--- src/rtl/prefix_carry_pipe.sv ---
// Pipelined Kogge-Stone carry network: one prefix level per stage, valid/ready at both ends.
// Stage s (0-based) combines each bit with the bit 2^s places below it.
module prefix_carry_pipe #(
    parameter int WIDTH  = 16,
    parameter int LEVELS = $clog2(WIDTH)
) (
    input  logic             clk,
    input  logic             rst,
    input  logic             in_valid,
    output logic             in_ready,
    input  logic [WIDTH-1:0] in_g,
    input  logic [WIDTH-1:0] in_p,
    input  logic             in_cin,
    output logic             out_valid,
    input  logic             out_ready,
    output logic [WIDTH-1:0] out_carry,
    output logic [WIDTH-1:0] out_sum,
    output logic             out_cout,
    output logic             out_ovf
);

    logic [WIDTH-1:0]  g_q     [LEVELS];
    logic [WIDTH-1:0]  p_q     [LEVELS];
    logic [WIDTH-1:0]  pin_q   [LEVELS];
    logic [LEVELS-1:0] vld_q;
    logic [LEVELS-1:0] cin_q;

    logic [WIDTH-1:0]  g_src   [LEVELS];
    logic [WIDTH-1:0]  p_src   [LEVELS];
    logic [WIDTH-1:0]  pin_src [LEVELS];
    logic [WIDTH-1:0]  g_nxt   [LEVELS];
    logic [WIDTH-1:0]  p_nxt   [LEVELS];
    logic [LEVELS-1:0] vld_src;
    logic [LEVELS-1:0] cin_src;
    logic [LEVELS-1:0] load;
    logic              chain;

    always_comb begin
        // carry-in is folded into bit 0 so G becomes the true carry after the last level
        g_src[0]   = {in_g[WIDTH-1:1], in_g[0] | (in_p[0] & in_cin)};
        p_src[0]   = in_p;
        pin_src[0] = in_p;
        vld_src[0] = in_valid;
        cin_src[0] = in_cin;
        for (int s = 1; s < LEVELS; s++) begin
            g_src[s]   = g_q[s-1];
            p_src[s]   = p_q[s-1];
            pin_src[s] = pin_q[s-1];
            vld_src[s] = vld_q[s-1];
            cin_src[s] = cin_q[s-1];
        end
        // shifted-in zeros make bits below the distance pass through unchanged
        for (int s = 0; s < LEVELS; s++) begin
            g_nxt[s] = g_src[s] | (p_src[s] & (g_src[s] << (1 << s)));
            p_nxt[s] = p_src[s] & ((p_src[s] << (1 << s)) | ~({WIDTH{1'b1}} << (1 << s)));
        end
    end

    always_comb begin
        load  = '0;
        chain = out_ready;
        for (int s = LEVELS - 1; s >= 0; s--) begin
            chain   = ~vld_q[s] | chain;
            load[s] = chain;
        end
    end

    always_ff @(posedge clk or posedge rst) begin
        if (rst) begin
            vld_q <= '0;
            cin_q <= '0;
            for (int s = 0; s < LEVELS; s++) begin
                g_q[s]   <= '0;
                p_q[s]   <= '0;
                pin_q[s] <= '0;
            end
        end else begin
            for (int s = 0; s < LEVELS; s++) begin
                if (load[s]) begin
                    vld_q[s] <= vld_src[s];
                    cin_q[s] <= cin_src[s];
                    g_q[s]   <= g_nxt[s];
                    p_q[s]   <= p_nxt[s];
                    pin_q[s] <= pin_src[s];
                end
            end
        end
    end

    assign in_ready  = load[0];
    assign out_valid = vld_q[LEVELS-1];
    assign out_carry = g_q[LEVELS-1];
    assign out_sum   = pin_q[LEVELS-1] ^ {g_q[LEVELS-1][WIDTH-2:0], cin_q[LEVELS-1]};
    assign out_cout  = g_q[LEVELS-1][WIDTH-1];
    assign out_ovf   = g_q[LEVELS-1][WIDTH-1] ^ g_q[LEVELS-1][WIDTH-2];

endmodule

--- config.mk ---
export PLATFORM = sky130hd
export DESIGN_NAME = prefix_carry_pipe
export DESIGN_NICKNAME = d
export VERILOG_FILES = /design/src/rtl/prefix_carry_pipe.sv
export SDC_FILE = /design/constraint.sdc
export NUM_CORES = 1
export LEC_CHECK = 0
export ABC_AREA = 1
export BUFFER_PORTS_ARGS = -buffer_cell sky130_fd_sc_hd__buf_2
export CAP_MARGIN = 30
export CORE_ASPECT_RATIO = 0.7
export CORE_UTILIZATION = 40
export CTS_CLUSTER_DIAMETER = 60
export DETAILED_ROUTE_END_ITERATION = 7
export SKIP_CTS_REPAIR_TIMING = 1
export SYNTH_ARGS = -nofsm -noshare
export SYNTH_HDL_FRONTEND = slang
export SYNTH_SLANG_ARGS = --single-unit
--- constraint.sdc ---
create_clock -name clk -period 4.65 [get_ports clk]
set_input_delay 0.2325 -clock clk [delete_from_list [all_inputs] [get_ports clk]]
set_output_delay 0.2325 -clock clk [all_outputs]
set_load 0.005 [all_outputs]
==> results of run 1 <==
-- worst max-delay path by stage --
stage / start / end / slack, ps / depth (start not counted)
after floorplan: rst / cin_q[0] / 2250 / 1
final: vld_q[3] / p_q[39] / 2280 / 5
after global placement: out_ready / pin_q[60] / 2340 / 8
after global routing: vld_q[3] / p_q[39] / 2040 / 5
after detailed placement: out_ready / g_q[46] / 2290 / 7
after CTS: vld_q[3] / p_q[39] / 2260 / 5
-- cell usage after synthesis --
cell type	instances	area [sq um]
nor2_4	1	11.3
nand2_1	392	1470
buf_6	1	11.3
clkbuf_1	13	48.8
or2_2	2	12.5
buf_1	1	3.75
o21ai_0	54	270
dfrtp_1	170	4250
a21o_1	2	15.0
inv_1	38	143
nand3_1	55	275
inv_2	1	3.75
nor2_1	1	3.75
xor2_1	17	149
buf_2	12	60.1
a21oi_1	34	170
buf_4	28	210
nand3_4	1	17.5
nand4_1	1	6.26
-- worst register-to-register path, delay by kind of cell (launching register included) --
family | cells | cell delay, ps
buffers and inverters | 2 | 1070
DFF | 1 | 420
and+or+nand+nor | 2 | 550
AOI/OAI and AO/OA | 1 | 190
-- cell families (layout without fill, tap and decap cells) --
group           Yosys count  count (layout)  synth area share (%)
buf+inv                  94             151                  6.73
compound gates           90              90                  6.38
simple gates            453             453                  25.2
flops                   170             170                  59.6
xor+xnor                 17              17                  2.09
-- power groups by stage --
| stage | Sequential (mW) | Combinational, mW | Clock [mW] |
|---|---|---|---|
| after floorplan | 1.89 | 0.461 | 0 |
| after global placement | 1.96 | 0.615 | 0 |
| after detailed placement | 1.96 | 0.627 | 0 |
| after CTS | 1.94 | 0.631 | 1.33 |
| after global routing | 1.97 | 0.722 | 1.39 |
| final | 1.94 | 0.619 | 1.30 |
-- metal layers --
layer | GRT usage [%] | vias to the layer above | wire length, microns
met5 | 0 | - | 0
met4 | 6.23 | 0 | 155
met3 | 3.71 | 10 | 740
met2 | 24.3 | 124 | 6170
met1 | 31.8 | 2390 | 9280
li1 | - | 2663 | -
-- sequential cells by signal (all words and copies together), names as in the netlist --
name       count
pin_q         61
g_q           48
p_q           37
out_carry     16
cin_q          4
vld_q          4
-- per-stage QoR --
step	std cells	power, mW	hold WS (ps)
after floorplan	824	2.35	332
after global placement	1079	2.58	424
after detailed placement	1079	2.59	422
after CTS	1111	3.90	-28.7
after global routing	1112	4.08	57.4
final	1112	3.86	48.4
-- area by class of cell --
type | instances | area, sq um
clock buffers | 18 | 429
repair buffers | 80 | 435
flip-flops and latches | 170 | 4250
well taps | 231 | 289
clock inverters | 14 | 108
multi-input cells | 560 | 2400
fillers | 1735 | 9250
inverters | 39 | 150
==> impl_metrics.yaml, run 1 <==
status:
  status: "complete, no violations"
routing:
  routedWlPerCell_microns: 14.7
  detail-route-antenna-nets: 0
  drt-initial-drc-count: 495
  routed_wl_microns: 16300
  drt-pass1-iter-count: 5
  num_vias: 5187
  vias_per_cell: 4.66
  drc: 0
cts:
  htree_levels: 4
  cts_sinks: 170
  cts_made_buffers: 17
  clockBufferDepth: 2
  clkTransAtPathRegs_ps: 60
  clock_latency_ps: 420
  cts_tree: "yes"
  root_buffer: "clkbuf_16"
worst_setup_path:
  slowest_delay_ps: 620
  path_buf_inv: 2
  ff2ff_path_depth: 5
  timing.rr.end: "p_q[39]"
  worst-setup-path-type: "register to register"
  cp-start-kind: "register"
  critPathSlowestCell: "buf_4"
  path_delay_family: "buffers and inverters"
  path_cells: "nand3_4 -> nor2_4 -> buf_4 -> buf_4 -> o21ai_0"
  ff2ff_setup_slack_ps: 2280
  path_max_fanout: 72
  cp.arrival_ps: 2650
  crit_required_ps: 4920
  r2r-start: "vld_q[3]"
  end_kind: "register"
  crit_top_cell: "buf_4"
hold_path:
  hold_path_depth: 3
  hold_start: "in_cin"
  hold_class: "input pin to register"
  min_to: "cin_q[0]"
final_layout:
  final_util_pct: 46.6
  drive_above_1_share_pct: 13.3
  n_antenna_cell: 0
  layout_commonest_cell: "nand2_1"
  final_cell_mix: "392 x nand2_1, 170 x dfrtp_1, 72 x buf_2"
  area_delta_synth_final_pct: 13.1
  final_net_count: 905
  stdcell_area_sq_um: 8070
grt:
  grt_overflow_total: 0
  grtUsageTotal_pct: 19.2
  grt_pass1_vias: 4880
  antenna_found_initial: 0
  grt_first_pass_wirelength_microns: 26800
  grt_max_degree: 171
sta:
  period_minus_slack_ps: 2370
  fmax_ghz: 0.421
  timing.final.hold_violations: 0
  setup_viol: 0
  fin_setup_tns_ps: 0
  worst_clock_skew_ps: 5.71
  final-max-slew-violation-count: 0
  worst_pin_slew_ps: 915
  final.period_utilization_pct: 51.1
  relSlewSlack_pct: 39.0
  rsz0062_at_grt: "false"
  setup_ws_ps: 2280
synthesis:
  yosys_warnings: 0
  postSynthCellCount: 824
  yosysSeqAreaShare_pct: 59.6
  syn_area_per_cell_sq_um: 8.66
  ys_types: 19
  syn-cell-area_sq_um: 7140
  ys_seq_elements: 170
  synth_fp_nets: 861
placed_design:
  place_ws_ps: 2290
  routabilityCongestion: 0.732
  dpl.hpwl_microns: 10700
  port_buffers: 72
  dpl-instance-area_sq_um: 7520
job:
  drv_cap: 0
die:
  ios: 73
  core.rowCount: 40
  dieWidth_microns: 162
  die_area_sq_um: 18400
  coreArea_sq_um: 17300
  die_h_microns: 114
  start_util_pct: 41.2
pwr:
  pwr-share-seq_pct: 50.3
  power_switching_share_pct: 29.8
  power_density_nw_per_um2: 478
  p_comb_share_pct: 16.0
  p_clk_share_pct: 33.7
  max-vdd-ir-drop_uv: 210
  switchingPower_mw: 1.15
  leakagePower_nw: 4.29
  p_int_mw: 2.71
(Power assumes the default switching activity.)
==> run 2, diff against run 1 <==
- clock period: 4.65 -> 2.15 ns (I/O delays scaled with it)
==> impl_metrics.yaml, run 2 (synthesis results as in run 1) <==
final_layout:
  largest_registers: "pin_q: 61 flops, g_q: 48 flops, p_q: 37 flops"
  area_delta_synth_final_pct: 17.2
  final_net_count: 926
  final_cell_mix: "392 x nand2_1, 170 x dfrtp_1, 72 x buf_2"
  drive_above_1_share_pct: 13.4
  n_antenna_cell: 0
  top_register: "pin_q"
  final_util_pct: 48.3
  fin_cells: 1132
  layout_commonest_cell: "nand2_1"
  largest_reg_flops: 61
die:
  core.rowCount: 40
  die_h_microns: 114
  dieWidth_microns: 162
  die_area_sq_um: 18400
  coreArea_sq_um: 17300
  ios: 73
  start_util_pct: 41.2
routing:
  routed_wl_microns: 16400
  drt-initial-drc-count: 439
  detail-route-antenna-nets: 0
  vias_per_cell: 4.69
  drt-pass1-iter-count: 7
  drc: 0
  num_vias: 5311
  routedWlPerCell_microns: 14.5
cts:
  clkTransAtPathRegs_ps: 70
  cts_made_buffers: 17
  clock_latency_ps: 420
  htree_levels: 4
  root_buffer: "clkbuf_16"
  cts_tree: "yes"
  clockBufferDepth: 2
  cts_sinks: 170
hold_path:
  hold_class: "input pin to register"
  hold_start: "in_p[10]"
  min_to: "pin_q[58]"
  hold_path_depth: 3
sta:
  period_minus_slack_ps: 1790
  fin_setup_tns_ps: 0
  hold_ws_ps: -31.2
  rsz0062_at_grt: "false"
  timing.final.hold_violations: 13
  relSlewSlack_pct: 53.2
  setup_ws_ps: 365
  worst_pin_slew_ps: 700
  fmax_ghz: 0.560
  final-max-slew-violation-count: 0
  setup_viol: 0
  worst_clock_skew_ps: 10.9
  final.period_utilization_pct: 83.0
grt:
  grt_pass1_vias: 5008
  grt_first_pass_wirelength_microns: 27300
  grt_overflow_total: 0
  grtUsageTotal_pct: 19.3
  grt_max_degree: 97
  antenna_found_initial: 0
pwr:
  finalPower_mw: 8.69
  max-vdd-ir-drop_uv: 534
  leakagePower_nw: 4.43
  power_density_nw_per_um2: 1040
worst_setup_path:
  cp-start-kind: "register"
  cp.arrival_ps: 1680
  crit_required_ps: 2040
  path_cells: "inv_1 -> nor2_2 -> nand4_1 -> buf_4 -> buf_2"
  slowest_delay_ps: 420
  timing.rr.end: "g_q[35]"
  ff2ff_path_depth: 4
  worst-setup-path-type: "register to output port"
  r2r-start: "vld_q[3]"
  critPathSlowestCell: "dfrtp_1"
  ff2ff_setup_slack_ps: 600
  end_kind: "output port"
  path_max_fanout: 49
placed_design:
  placed_cells: 1083
  place_ws_ps: 614
  port_buffers: 72
  dpl.hpwl_microns: 11000
  routabilityCongestion: 0.753
status:
  status: "finished with violations"
  violations: "negative hold slack"
job:
  drv_cap: 0
==> run 2: cell types whose count changed in the layout (fill, tap and decap cells not counted), sizes merged <==
cell	delta
buf	+4
bufinv	+1
clkbuf	+4
clkinv	-3
clkinvlp	-4
dlygate4sd3	+17
inv	+1
==> run 2: how the worst max path moves through the flow <==
stage / end / slack (ps) / cells past startpoint / start
global placement: g_q[32] / 690 / 6 / vld_q[3]
finish: in_ready / 360 / 5 / vld_q[3]
floorplan: cin_q[0] / -130 / 1 / rst
global route: in_ready / 230 / 5 / vld_q[3]
CTS: in_ready / 340 / 5 / vld_q[3]
detailed placement: pin_q[33] / 610 / 6 / vld_q[3]
==> run 2: final cells by class <==
class                   count  area, sq um
fillers                  1700         8950
flip-flops and latches    170         4250
multi-input cells         560         2400
repair buffers            101          661
clock buffers              22          494
well taps                 231          289
inverters                  39          150
clock inverters             9          113
==> run 2: worst max-delay path: cells and delay by family, from the launching register on <==
family                 cells  cell delay (ps)
buffers and inverters      3              720
flip-flops                 1              420
AND/OR/NAND/NOR            2              100
==> run 2: through the flow <==
step / hold slack [ps] / cell area, sq um
final: -31.2 / 8370
after global routing: 0.303 / 8370
after CTS: -155 / 8190
after detailed placement: 288 / 7580
after global placement: 294 / 7580
after floorplan: 207 / 7140
==> run 2: metal layers <==
metal  GRT usage (%)  vias to the layer above  share of wire [%]
met1            32.9                     2453                 56
met3            3.71                        7                5.3
met4            4.53                        0               0.44
met5               0                        -                  0
met2            24.2                      154                 38
li1                -                     2697                  -
==> run 2: where the power goes <==
| group | switching (mW) | total [mW] | internal, mW |
|---|---|---|---|
| logic | 0.818 | 1.40 | 0.578 |
| registers | 0.431 | 4.18 | 3.75 |
| clock network | 1.24 | 3.11 | 1.87 |
